<file path="src/rtl/data_mem_arbiter.sv">
// data_mem_arbiter: two-requester (CPU, loader) arbiter in front of a single-port
// data memory. One access per cycle, response one cycle after grant. Contended
// cycles are round-robin, except that the loader may lock a burst of up to
// MAX_BURST consecutive grants during which it has absolute priority.
module data_mem_arbiter #(
  parameter int DATA_WIDTH = 32,
  parameter int ADDR_WIDTH = 32,
  parameter int MAX_BURST  = 8
) (
  input  logic                  clk,
  input  logic                  rst,
  // CPU port
  input  logic                  cpu_req,
  input  logic                  cpu_we,
  input  logic [ADDR_WIDTH-1:0] cpu_addr,
  input  logic [DATA_WIDTH-1:0] cpu_wdata,
  output logic                  cpu_gnt,
  output logic                  cpu_ack,
  output logic [DATA_WIDTH-1:0] cpu_rdata,
  output logic                  cpu_stall,
  // Loader port
  input  logic                  ldr_req,
  input  logic                  ldr_we,
  input  logic                  ldr_lock,
  input  logic [ADDR_WIDTH-1:0] ldr_addr,
  input  logic [DATA_WIDTH-1:0] ldr_wdata,
  output logic                  ldr_gnt,
  output logic                  ldr_ack,
  output logic [DATA_WIDTH-1:0] ldr_rdata,
  // Memory port
  output logic                  mem_en,
  output logic                  mem_we,
  output logic [ADDR_WIDTH-1:0] mem_addr,
  output logic [DATA_WIDTH-1:0] mem_wdata,
  input  logic [DATA_WIDTH-1:0] mem_rdata
);

  // Arbiter state encoding
  localparam logic [0:0] ST_ARB   = 1'b0;
  localparam logic [0:0] ST_BURST = 1'b1;

  // Requester identity used by last_gnt and the ack owner register
  localparam logic OWN_CPU = 1'b0;
  localparam logic OWN_LDR = 1'b1;

  // Burst length limit in counter width (legal range 2..255 fits in 8 bits)
  localparam logic [7:0] MAX_CNT = 8'(MAX_BURST);

  // Arbitration state
  logic [0:0] r_state;
  logic [0:0] w_state_nxt;
  logic [7:0] r_burst_cnt;
  logic [7:0] w_burst_cnt_nxt;
  logic [7:0] w_burst_cnt_inc;
  logic       r_last_gnt;
  logic       w_last_gnt_nxt;

  // Response pipeline: which requester owns the ack this cycle, and whether it was a read
  logic       r_ack_vld;
  logic       r_ack_owner;
  logic       r_ack_rd;

  // Combinational grants
  logic       w_cpu_gnt;
  logic       w_ldr_gnt;
  logic       w_any_gnt;
  logic       w_gnt_we;

  // 8-bit saturating increment for the burst counter
  function automatic logic [7:0] sat_inc8(input logic [7:0] v);
    return (v == 8'hFF) ? v : v + 8'd1;
  endfunction

  // Grant selection: burst gives the loader absolute priority, otherwise
  // a lone requester wins and a contended cycle goes to whoever did not win last.
  // Grants are forced low while reset is asserted.
  always_comb begin
    w_cpu_gnt = 1'b0;
    w_ldr_gnt = 1'b0;
    if (rst) begin
      if (r_state == ST_BURST) begin
        w_ldr_gnt = ldr_req;
        w_cpu_gnt = cpu_req & ~ldr_req;
      end else if (cpu_req && ldr_req) begin
        if (r_last_gnt == OWN_LDR) begin
          w_cpu_gnt = 1'b1;
        end else begin
          w_ldr_gnt = 1'b1;
        end
      end else begin
        w_cpu_gnt = cpu_req;
        w_ldr_gnt = ldr_req;
      end
    end
  end

  assign w_any_gnt       = w_cpu_gnt | w_ldr_gnt;
  assign w_burst_cnt_inc = sat_inc8(r_burst_cnt);

  // Next-state logic for the ARB/BURST machine, burst counter and round-robin pointer.
  always_comb begin
    w_state_nxt     = r_state;
    w_burst_cnt_nxt = r_burst_cnt;
    w_last_gnt_nxt  = r_last_gnt;

    // Round-robin pointer follows every grant
    if (w_cpu_gnt) begin
      w_last_gnt_nxt = OWN_CPU;
    end else if (w_ldr_gnt) begin
      w_last_gnt_nxt = OWN_LDR;
    end

    if (r_state == ST_ARB) begin
      // A lock request only takes effect on a loader grant; the grant itself is the first of the burst
      if (w_ldr_gnt && ldr_lock) begin
        w_state_nxt     = ST_BURST;
        w_burst_cnt_nxt = 8'd1;
      end
    end else begin
      if (!ldr_req || !ldr_lock) begin
        // Loader released the lock or went idle: back to fair arbitration
        w_state_nxt     = ST_ARB;
        w_burst_cnt_nxt = 8'd0;
      end else if (w_ldr_gnt) begin
        if (w_burst_cnt_inc >= MAX_CNT) begin
          // Burst limit reached; pointing last_gnt at the loader hands the CPU the next contention
          w_state_nxt     = ST_ARB;
          w_burst_cnt_nxt = 8'd0;
          w_last_gnt_nxt  = OWN_LDR;
        end else begin
          w_burst_cnt_nxt = w_burst_cnt_inc;
        end
      end
    end
  end

  // Arbitration state registers.
  always_ff @(posedge clk or negedge rst) begin
    if (!rst) begin
      r_state     <= ST_ARB;
      r_burst_cnt <= 8'd0;
      r_last_gnt  <= OWN_LDR;
    end else begin
      r_state     <= w_state_nxt;
      r_burst_cnt <= w_burst_cnt_nxt;
      r_last_gnt  <= w_last_gnt_nxt;
    end
  end

  // Mux of the write-enable of whichever requester holds the grant
  always_comb begin
    w_gnt_we = 1'b0;
    if (w_cpu_gnt) begin
      w_gnt_we = cpu_we;
    end else if (w_ldr_gnt) begin
      w_gnt_we = ldr_we;
    end
  end

  // Owner/ack pipeline: one-cycle delayed record of the grant; reset drops any pending ack.
  always_ff @(posedge clk or negedge rst) begin
    if (!rst) begin
      r_ack_vld   <= 1'b0;
      r_ack_owner <= OWN_CPU;
      r_ack_rd    <= 1'b0;
    end else begin
      r_ack_vld   <= w_any_gnt;
      r_ack_owner <= w_ldr_gnt ? OWN_LDR : OWN_CPU;
      r_ack_rd    <= w_any_gnt & ~w_gnt_we;
    end
  end

  // Memory command follows the granted requester; address/data default to the CPU side when idle
  assign mem_en    = w_any_gnt;
  assign mem_we    = w_gnt_we;
  assign mem_addr  = w_ldr_gnt ? ldr_addr  : cpu_addr;
  assign mem_wdata = w_ldr_gnt ? ldr_wdata : cpu_wdata;

  // Requester-facing outputs
  assign cpu_gnt   = w_cpu_gnt;
  assign ldr_gnt   = w_ldr_gnt;
  assign cpu_stall = cpu_req & ~w_cpu_gnt;
  assign cpu_ack   = r_ack_vld & (r_ack_owner == OWN_CPU);
  assign ldr_ack   = r_ack_vld & (r_ack_owner == OWN_LDR);
  assign cpu_rdata = (cpu_ack && r_ack_rd) ? mem_rdata : '0;
  assign ldr_rdata = (ldr_ack && r_ack_rd) ? mem_rdata : '0;

endmodule

</file>
<file path="config.mk">
export PLATFORM = sky130hd
export DESIGN_NAME = data_mem_arbiter
export DESIGN_NICKNAME = d
export VERILOG_FILES = /design/src/rtl/data_mem_arbiter.sv
export SDC_FILE = /design/constraint.sdc
export NUM_CORES = 1
export LEC_CHECK = 0
export CORE_AREA = 10 10 110 112
export CTS_BUF_LIST = sky130_fd_sc_hd__clkbuf_2
export DETAILED_ROUTE_END_ITERATION = 8
export DIE_AREA = 0 0 120 122
export PLACE_DENSITY = 0.68
export SLEW_MARGIN = 20
export SYNTH_ARGS = -nofsm -noshare
export SYNTH_HDL_FRONTEND = slang
export SYNTH_SLANG_ARGS = --single-unit
</file>
<file path="constraint.sdc">
create_clock -name clk -period 4.5 [get_ports clk]
set_clock_uncertainty 0.2 [all_clocks]
set_input_delay 1.125 -clock clk [delete_from_list [all_inputs] [get_ports clk]]
set_output_delay 1.125 -clock clk [all_outputs]
set_load 0.01 [all_outputs]
</file>
==> results.rst <==
.. list-table::
   :header-rows: 1

   * - Metric
     - Value
   * - Area of the placeable core
     - 0.0100 mm^2
   * - First-pass GRT wire length
     - 19,400 um
   * - Static leakage
     - 2.01 nW
   * - Synthesis Warnings
     - 0
   * - Count of placed standard cells including taps
     - 642
   * - DRC marker count from the first detailed-route iteration
     - 74
   * - Max-Cap Viols
     - 0
   * - Total power density per cell area
     - 126 mW/mm^2
   * - Final setup TNS
     - 0 ps
   * - Switching power
     - 0.000197 W
   * - Full die area
     - 0.0146 mm^2
   * - Crit path launch type
     - input pin
   * - Share of flip-flops with an asynchronous set or reset
     - 100%
   * - TritonCTS clock tree
     - built
   * - Worst Path Required
     - roughly 3200 ps
   * - Most frequent cell after synthesis
     - sky130_fd_sc_hd__and2_1
   * - Netlist cell types
     - 34
   * - Floorplan die width
     - ~120 um
   * - Clock latency on the worst-skew pair
     - 260 ps
   * - Antenna fix cells
     - 0
   * - Worst EP arrival
     - between 3000 and 4000 ps
   * - Effective utilization at floorplan
     - roughly 19%
   * - Critical path class
     - in -> out
   * - Vias after detailed routing
     - 2,740
   * - Hold violation count in the final report
     - 0
   * - Signed area change from the synthesized netlist to the final layout
     - 177%
   * - Mean instance size in the synthesized netlist
     - a little under 9 um^2
   * - Switching part of the total power
     - 30.1%
   * - Most area-consuming cells after synthesis
     - sky130_fd_sc_hd__mux2_2, sky130_fd_sc_hd__and2_1, sky130_fd_sc_hd__dfrtp_1, sky130_fd_sc_hd__nand2_1, sky130_fd_sc_hd__dfstp_2
   * - Fraction of the yosys area taken by sequential cells
     - between 10% and 20%
   * - Count of fill cells added during filler insertion
     - around 940
   * - Number of global-route vias before repair
     - 2,901
   * - Hold_buf cts
     - 0
   * - Status
     - finished clean
   * - Setup violation total in the final timing report
     - 0
   * - Remaining DRCs
     - 0
   * - Prevailing post-synth register cell
     - sky130_fd_sc_hd__dfrtp_1
   * - Worst hold path class
     - reg -> reg
   * - First-pass detailed-route iteration total
     - 4
   * - Share of layout cells above drive strength 1
     - roughly 17%
   * - Clock root buffer
     - sky130_fd_sc_hd__clkbuf_2
   * - Cell taking the most area after synthesis
     - sky130_fd_sc_hd__mux2_2
   * - Slew of the pin with the lowest slew margin
     - ~840 ps
   * - Clock Path Buffers
     - 2
   * - Internal power
     - approximately 0.00046 W
   * - Instance count of the mapped netlist
     - 210
   * - Vias/cell
     - 4.22
   * - Number of antenna violations at the first check in global routing
     - 0
   * - Number of buffers inserted by port buffering
     - around 300
   * - Register bit total from synthesis
     - 13
   * - Fin cells
     - 649
   * - Num rows
     - 37
   * - RePlAce Congestion
     - around 0.85
   * - Final worst path period share
     - 99.0%
   * - Combinational share of power
     - 70.6%
   * - RSZ-0062 raised after global routing
     - no
   * - Post-DP HPWL
     - around 12,000 um
   * - Clock-pin transition on the worst setup and hold timing paths
     - 120 ps
   * - Ports placed on the boundary
     - 302
   * - Most numerous cell types in the synthesized netlist
     - sky130_fd_sc_hd__and2_1, sky130_fd_sc_hd__mux2_2, sky130_fd_sc_hd__dfrtp_1
   * - Time the worst path needs with I/O delays and setup
     - ~4500 ps
   * - Worst path setup slack after routing
     - 44.7 ps
   * - Clock network fraction of total power
     - 9.2%
   * - Pins Over Slew Limit
     - 0
   * - Number of flops mapped to enable cells by yosys
     - 0
   * - Detail-routed net length per standard cell
     - approximately 21 um
   * - Global router's overall resource usage
     - between 10% and 20%
   * - Netlist Area Pre-Place
     - 0.00187 mm^2
   * - Final antenna-violating net count
     - 0
   * - Number of CTS-inserted buffers
     - 3
   * - Worst slack, placed
     - 41.1 ps
   * - Maximum fanout along the worst path
     - 17
   * - Aggregate global routing overflow
     - 0
   * - Clock sinks
     - 13
   * - Die height
     - about 120 um
   * - Routed wire length
     - 13,700 um
   * - Worst vdd rail ir drop
     - 0.0000666 V
   * - Relative slew margins
     - 43.7%
   * - Post-Syn Nets
     - 378
   * - Fmax
     - ~0.22 GHz
   * - Largest net degree at the start of global routing
     - 34
   * - Maximum level of the CTS H-tree
     - 1
   * - Yosys top cell area share
     - 38.6%
   * - Worst Setup End Kind
     - output pin
   * - Number of nets in the finished design
     - 682
   * - Share of total power in sequential cells
     - 20.3%
==> layout by cell type, fill, tap and decap left out, drive strengths merged <==
cell type	n
nand3	3
a21oi	2
nor2	6
mux2i	1
clkbuf	6
a211oi	2
o211ai	1
a211o	1
or4	1
and3	2
dfstp	1
nand2	8
a21o	1
clkdlybuf4s50	299
or2	1
a22oi	1
buf	9
inv	4
and2	70
o21ai	2
o41ai	1
ha	1
o21bai	1
nor3	1
mux2	64
dlymetal6s2s	2
a31oi	3
dfrtp	12
o21a	1
nand2b	2
nor2b	3
a22o	1
==> power by group through the flow <==
| stage | Clock [W] | Sequential, W | Combinational, W |
|---|---|---|---|
| floorplan | 0 | 0.000132 | 0.000145 |
| global placement | 0 | 0.000134 | 0.000452 |
| detailed placement | 0 | 0.000135 | 0.000454 |
| CTS | 0.0000620 | 0.000132 | 0.000458 |
| global route | 0.0000665 | 0.000134 | 0.000492 |
| finish | 0.0000598 | 0.000132 | 0.000461 |
==> state kept, by name (all words and copies together) (netlist names) <==
register and count:
r_ack_owner 1, r_last_gnt 1, r_ack_rd 1, r_ack_vld 1, r_burst_cnt 8, r_state 1
==> worst max-delay path, cell delays in order <==
cell and delay [ps]:
sky130_fd_sc_hd__clkdlybuf4s50_1 490, sky130_fd_sc_hd__nand2_1 110, sky130_fd_sc_hd__a31oi_4 200, sky130_fd_sc_hd__buf_12 160, sky130_fd_sc_hd__buf_12 150, sky130_fd_sc_hd__mux2_2 380, sky130_fd_sc_hd__clkdlybuf4s50_1 500
==> final timing paths <==
kind / start / to / slack [ps] / depth (start not counted)
setup / recovery: rst / mem_wdata[25] / 40 / 7
hold / removal: r_burst_cnt[6]$_DFFE_PN0P_ / r_burst_cnt[6]$_DFFE_PN0P_ / 340 / 1
setup reg to reg: r_burst_cnt[6]$_DFFE_PN0P_ / r_burst_cnt[1]$_DFFE_PN0P_ / 2690 / 4
hold reg to reg: r_burst_cnt[6]$_DFFE_PN0P_ / r_burst_cnt[6]$_DFFE_PN0P_ / 340 / 1
max in group asynchronous: rst / r_last_gnt$_DFF_PN1_ / 2830 / 2
min in group asynchronous: rst / r_ack_vld$_DFF_PN0_ / 1020 / 2
==> per-layer routing <==
metal  GRT usage, %  wire length [um]  vias to the layer above
li1               -                 -                     1333
met1           18.1              5050                     1225
met2           31.6              6990                      180
met3           7.72              1640                        2
met4           1.13                17                        0
met5              0                 0                        -
==> timing repair <==
action                                  4_1_cts  5_1_grt
buffers inserted                              0        1
gates resized for setup                       0        2
endpoints found under the setup margin        0        6
==> cell type report <==
class,instances,area (um^2),area share (%)
Multi-Input combinational cell,180,1470,28.4
Clock buffer,4,20.0,0.387
Sequential cell,13,327,6.31
Timing Repair Buffer,312,3170,61.3
Tap cell,136,170,3.29
Inverter,4,15.0,0.290
==> kinds of logic after synthesis <==
logic type                 after synthesis  synth area share, %
DFF                                     13                 17.5
buffers and inverters                   17                 4.29
and+or+nand+nor                         97                 31.3
adders and majority gates                1                0.671
AOI/OAI and AO/OA                       17                 7.04
muxes                                   65                 39.2
==> metrics by stage <==
step	hold WS (ps)	total power (W)	util, %	cell area [um^2]
final	342	0.000653	51.5	5170
after global routing	363	0.000692	51.5	5170
after floorplan	277	0.000277	-	1870
after detailed placement	306	0.000589	50.5	5080
after global placement	293	0.000586	50.5	5080
after CTS	350	0.000652	50.7	5100
Note: power is estimated with default switching activity, not from simulation.
